## src/rtl/lcd_ctrl.sv

```systemverilog
// HD44780-style LCD write controller: 4-entry byte FIFO, EN strobe timing.
// Define LCD_AUTO_INIT_EN to add the power-up wait and init command sequence.
module lcd_ctrl #(
  parameter int T_POWERUP   = 1000000,
  parameter int T_SETUP     = 3,
  parameter int T_PULSE     = 25,
  parameter int T_HOLD      = 3,
  parameter int T_EXEC      = 2500,
  parameter int T_EXEC_LONG = 82000
) (
  input  logic       i_clk,
  input  logic       i_reset,
  input  logic       i_wr_valid,
  output logic       o_wr_ready,
  input  logic       i_wr_rs,
  input  logic [7:0] i_wr_data,
  output logic [7:0] o_lcd_data,
  output logic       o_lcd_rs,
  output logic       o_lcd_rw,
  output logic       o_lcd_en,
  output logic       o_lcd_on,
  output logic       o_busy,
  output logic [2:0] o_fifo_count
);

  function automatic int max2(input int a, input int b);
    return (a > b) ? a : b;
  endfunction

  localparam int T_MAX = max2(max2(max2(T_POWERUP, T_SETUP),
                                   max2(T_PULSE, T_HOLD)),
                              max2(T_EXEC, T_EXEC_LONG));
  localparam int CW = $clog2(T_MAX + 1);

  typedef logic [CW-1:0] cnt_t;

  typedef enum logic [2:0] {
    INIT_WAIT,
    INIT_SEQ,
    IDLE,
    SETUP,
    PULSE,
    HOLD,
    EXEC
  } state_t;

`ifdef LCD_AUTO_INIT_EN
  localparam state_t RST_STATE = INIT_WAIT;
`else
  localparam state_t RST_STATE = IDLE;
`endif

  state_t     state_q, state_d;
  cnt_t       cnt_q, cnt_d;
  logic       rs_q, rs_d;
  logic [7:0] data_q, data_d;
  logic       run_q;

  logic [8:0] mem [4];
  logic [1:0] wptr_q, rptr_q;
  logic [2:0] count_q;
  logic       push, pop;
  logic       long_exec;
  cnt_t       exec_ld;

`ifdef LCD_AUTO_INIT_EN
  logic [2:0] idx_q, idx_d;

  function automatic logic [7:0] init_cmd(input logic [2:0] i);
    case (i)
      3'd0:    return 8'h38;
      3'd1:    return 8'h0C;
      3'd2:    return 8'h01;
      default: return 8'h06;
    endcase
  endfunction
`endif

  // Full FIFO never bypasses, even on a same-cycle pop
  assign o_wr_ready   = run_q && (count_q < 3'd4);
  assign push         = i_wr_valid && o_wr_ready;
  assign o_fifo_count = count_q;
  assign o_lcd_data   = data_q;
  assign o_lcd_rs     = rs_q;
  assign o_lcd_rw     = 1'b0;
  assign o_lcd_en     = (state_q == PULSE);
  assign o_lcd_on     = run_q;
  assign o_busy       = (state_q != IDLE) || (count_q != 3'd0);

  // Clear and home commands need the long execution wait
  assign long_exec = !rs_q && ((data_q == 8'h01) || (data_q == 8'h02) ||
                               (data_q == 8'h03));
  assign exec_ld   = long_exec ? cnt_t'(T_EXEC_LONG - 1) : cnt_t'(T_EXEC - 1);

  always_comb begin
    state_d = state_q;
    cnt_d   = cnt_q;
    rs_d    = rs_q;
    data_d  = data_q;
    pop     = 1'b0;
`ifdef LCD_AUTO_INIT_EN
    idx_d   = idx_q;
`endif
    unique case (state_q)
`ifdef LCD_AUTO_INIT_EN
      INIT_WAIT: begin
        if (cnt_q == cnt_t'(T_POWERUP - 1)) begin
          state_d = INIT_SEQ;
          cnt_d   = '0;
        end else begin
          cnt_d = cnt_q + cnt_t'(1);
        end
      end
      INIT_SEQ: begin
        rs_d    = 1'b0;
        data_d  = init_cmd(idx_q);
        idx_d   = idx_q + 3'd1;
        state_d = SETUP;
        cnt_d   = cnt_t'(T_SETUP - 1);
      end
`endif
      IDLE: begin
        if (count_q != 3'd0) begin
          pop     = 1'b1;
          rs_d    = mem[rptr_q][8];
          data_d  = mem[rptr_q][7:0];
          state_d = SETUP;
          cnt_d   = cnt_t'(T_SETUP - 1);
        end
      end
      SETUP: begin
        if (cnt_q == '0) begin
          state_d = PULSE;
          cnt_d   = cnt_t'(T_PULSE - 1);
        end else begin
          cnt_d = cnt_q - cnt_t'(1);
        end
      end
      PULSE: begin
        if (cnt_q == '0) begin
          state_d = HOLD;
          cnt_d   = cnt_t'(T_HOLD - 1);
        end else begin
          cnt_d = cnt_q - cnt_t'(1);
        end
      end
      HOLD: begin
        if (cnt_q == '0) begin
          state_d = EXEC;
          cnt_d   = exec_ld;
        end else begin
          cnt_d = cnt_q - cnt_t'(1);
        end
      end
      EXEC: begin
        if (cnt_q == '0) begin
`ifdef LCD_AUTO_INIT_EN
          state_d = (idx_q < 3'd4) ? INIT_SEQ : IDLE;
`else
          state_d = IDLE;
`endif
        end else begin
          cnt_d = cnt_q - cnt_t'(1);
        end
      end
      default: begin
        state_d = IDLE;
        cnt_d   = '0;
      end
    endcase
  end

  always_ff @(posedge i_clk) begin
    if (i_reset) begin
      state_q <= RST_STATE;
      cnt_q   <= '0;
      rs_q    <= 1'b0;
      data_q  <= 8'h00;
      run_q   <= 1'b0;
      wptr_q  <= 2'd0;
      rptr_q  <= 2'd0;
      count_q <= 3'd0;
`ifdef LCD_AUTO_INIT_EN
      idx_q   <= 3'd0;
`endif
    end else begin
      state_q <= state_d;
      cnt_q   <= cnt_d;
      rs_q    <= rs_d;
      data_q  <= data_d;
      run_q   <= 1'b1;
      if (push) wptr_q <= wptr_q + 2'd1;
      if (pop)  rptr_q <= rptr_q + 2'd1;
      count_q <= count_q + {2'b00, push} - {2'b00, pop};
`ifdef LCD_AUTO_INIT_EN
      idx_q   <= idx_d;
`endif
    end
  end

  always_ff @(posedge i_clk) begin
    if (push) mem[wptr_q] <= {i_wr_rs, i_wr_data};
  end

endmodule
```

## config.mk

```make
export PLATFORM = sky130hd
export DESIGN_NAME = lcd_ctrl
export DESIGN_NICKNAME = d
export VERILOG_FILES = /design/src/rtl/lcd_ctrl.sv
export SDC_FILE = /design/constraint.sdc
export NUM_CORES = 1
export LEC_CHECK = 0
export ABC_AREA = 1
export CAP_MARGIN = 20
export CORE_ASPECT_RATIO = 0.9
export CORE_UTILIZATION = 45
export CTS_BUF_LIST = sky130_fd_sc_hd__clkbuf_8 sky130_fd_sc_hd__clkbuf_16
export CTS_CLUSTER_DIAMETER = 80
export CTS_CLUSTER_SIZE = 8
export DETAILED_ROUTE_END_ITERATION = 10
export GPL_TIMING_DRIVEN = 0
export PLACE_DENSITY = 0.62
export SLEW_MARGIN = 30
export SYNTH_ARGS = -nofsm -noshare
export SYNTH_HDL_FRONTEND = slang
export SYNTH_SLANG_ARGS = --single-unit
```

## constraint.sdc

```tcl
create_clock -name i_clk -period 2.41 [get_ports i_clk]
set_input_delay 0.723 -clock i_clk [delete_from_list [all_inputs] [get_ports i_clk]]
set_output_delay 0.723 -clock i_clk [all_outputs]
set_load 0.1 [all_outputs]
```

==> results.toml <==
[run_status]
result_of_the_run = "finished, final reports clean"

[synthesis]
synth_top_cell_by_area = "sky130_fd_sc_hd__edfxtp_1"
post_synthesis_cell_area_sq_um = 3770
synth.distinct_cells = 38
async_set_or_reset_flop_fraction_in_the_synthesized_netlist = 0
synth_area_leaders = "sky130_fd_sc_hd__edfxtp_1 29%, sky130_fd_sc_hd__dfxtp_1 21%, sky130_fd_sc_hd__nand2_1 8.9%, sky130_fd_sc_hd__nor2_1 7.8%, sky130_fd_sc_hd__o21ai_0 5.2%"
yosys_most_used_dff = "sky130_fd_sc_hd__dfxtp_1"
yosysTopAreaCellShare = 0.287
warning_count_from_the_yosys_run = 0
ys_seq_elements = 76
syn_nets = 471
number_of_enable_type_register_cells_in_the_synthesized_netlist = 36
synthTopCellsByCount = "89 x sky130_fd_sc_hd__nand2_1, 78 x sky130_fd_sc_hd__nor2_1, 43 x sky130_fd_sc_hd__inv_1, 40 x sky130_fd_sc_hd__dfxtp_1, 39 x sky130_fd_sc_hd__o21ai_0"
postSynthAreaPerCell_sq_um = 8.37
cells_after_synthesis = 450
synth-seq-area-share = 0.500
yosys.cell_count.top_type = "sky130_fd_sc_hd__nand2_1"

[floorplan]
design.portCount = 29
fp.dieH_um = 88.8
floorplan.die.width_um = 98.4
dieArea_sq_um = 8740
placeableCoreArea_sq_um = 8070
start_util = 0.467
rows = 31

[drt]
dr.pass1.iters = 4
detail-route-antenna-nets = 0
dr.first_iter.drc_count = 99
average_via_count_per_standard_cell = 4.98
num_vias = 2947
drc_errors = 0
routed_wire_length_per_instance_um = 14.0
wl_mm = 8.29

[global_routing]
grt_start_max_net_pins = 16
wire_length_of_the_first_global_routing_pass_mm = 13.5
via_count_of_the_first_global_routing_pass = 2763
grt.total_usage = 0.207
globalRouteOverflowTotal = 0
antenna_found_initial = 0

[layout]
post-route-util = 0.547
stdcell_area_sq_um = 4410
proportion_of_layout_cells_with_a_drive_suffix_above_1 = 0.154
area_growth_syn_to_layout_pct = 17.1
multiInputGateArea_sq_um = 1700
fill_cells = 770
nets = 509
diodes = 0
final-seq-area_sq_um = 1890

[clocking]
cts_buffers = 9
cts_tree = "yes"
numClockSinks = 76
ctsLongestPathBuffers = 2
clockRootBuffer = "sky130_fd_sc_hd__clkbuf_8"
path_clk_slew_ps = 80
cts_max_level = 3
clock_latency_on_the_worst_skew_pair_ps = 360

[place]
port_buffer_count = 27
placed_area_sq_um = 4200
dp_hpwl_mm = 5.94
routability_cong = 0.835

[timing]
final-setup-viol-count = 0
slew_violations = 0
worst-slew-pin-transition_ps = 963
final-hold-violation-count = 0
finalWorstPathRequiredPeriod_ps = 2350
timing.max_slew.rel_slack = 0.360
fin_worst_skew_ps = 13.1
fin_crit_sh = 0.974
clock.fmax_mhz = 426

[worst_setup_path]
startpoint_type = "flop"
critical_path.max_fanout = 3
arrival_ps = 1620
crit_slowest_cell = "sky130_fd_sc_hd__dlygate4sd2_1"
type_of_the_worst_setup_path = "flop to output pin"
worstPathCellList = "dlygate4sd2_1"
cp_slowest_stage_delay_ps = 880
end_kind = "output pin"
worst-path-buf-inv = 1
critPathTopFamily = "buffers and inverters"
critical_path_required_ps = 1690

[hold_path]
worstHoldPathType = "flop to flop"

[run]
maxCapViolCount = 0
flip-flops by register name, indices dropped and copies added, names as in the netlist:
register / flops
cnt_q: 20
mem: 36
o_fifo_count: 3
o_lcd_data: 8
o_lcd_on: 1
o_lcd_rs: 1
rptr_q: 2
state_q: 3
wptr_q: 2
stage by stage:
step / cells / setup WS (ps) / hold WS [ps] / TNS [ps]
after global routing: 592 / -2.68 / 517 / -4.06
final: 592 / 62.2 / 491 / 0
after detailed placement: 576 / -263 / 481 / -2250
after CTS: 592 / -88.4 / 494 / -88.4
after floorplan: 450 / -106 / 451 / -106
after global placement: 576 / -257 / 465 / -2040
cells in the final DEF, fill, tap and decap left out, types with 5 or more instances in the layout:
cell type,netlist,routed
sky130_fd_sc_hd__dfxtp_1,40,36
sky130_fd_sc_hd__a31oi_1,9,9
sky130_fd_sc_hd__clkdlybuf4s50_1,0,11
sky130_fd_sc_hd__nand2_1,89,88
sky130_fd_sc_hd__o21ai_0,39,38
sky130_fd_sc_hd__edfxtp_1,36,36
sky130_fd_sc_hd__nor2_2,12,13
sky130_fd_sc_hd__clkbuf_8,0,9
sky130_fd_sc_hd__nand3_1,18,18
sky130_fd_sc_hd__dlygate4sd2_1,0,13
sky130_fd_sc_hd__a21oi_1,13,13
sky130_fd_sc_hd__clkbuf_1,6,6
sky130_fd_sc_hd__ha_1,8,7
sky130_fd_sc_hd__inv_1,43,42
sky130_fd_sc_hd__xor2_1,6,6
sky130_fd_sc_hd__nor2_4,4,5
sky130_fd_sc_hd__a21oi_2,7,7
sky130_fd_sc_hd__nor2_1,78,76
routing by layer:
layer / vias to the layer above / wire, um / global-route usage
met5: - / 0 / 0
met4: 0 / 109 / 0.0624
met3: 13 / 289 / 0.0474
met2: 39 / 4240 / 0.403
met1: 1350 / 3650 / 0.225
li1: 1545 / - / -
logic make-up (layout without fill, tap and decap cells):
group / Yosys count / count (layout) / share of synthesized area
adder cells (fa/ha/maj): 9 / 9 / 0.0319
XOR/XNOR: 10 / 10 / 0.0233
other: 1 / 1 / 0.000996
AO/OA/AOI/OAI: 70 / 70 / 0.104
buffers and inverters: 58 / 101 / 0.0628
AND/OR/NAND/NOR: 226 / 226 / 0.277
flip-flops: 76 / 76 / 0.500
repair_timing:
item / CTS / global route
setup buffers: 0 / 0
pin swaps: 0 / 0
setup endpoints to repair: 17 / 3
hold buffers: 0 / 0
gates resized for setup: 27 / 7
path summary, 6_finish.rpt:
| check | from | endpoint | depth (start not counted) | slack, ps |
|---|---|---|---|---|
| worst min-delay path | cnt_q[1] | cnt_q[1] | 2 | 490 |
| worst max register to register | o_fifo_count[2] | o_fifo_count[2] | 11 | 180 |
| worst max-delay path | o_lcd_rs | o_lcd_rs | 1 | 60 |
| worst min register to register | cnt_q[1] | cnt_q[1] | 2 | 490 |
area by class of cell:
class,instances,share of cell area
tap,99,0.0281
multi-input combinational,316,0.385
timing repair buffer,27,0.0568
buffer,12,0.0159
clock inverter,7,0.0176
sequential,76,0.430
inverter,46,0.0392
clock buffer,9,0.0281
Power is left out: the tool's default activity adds up to more than one toggle a clock period on the data nets, which glitch-free logic cannot reach.
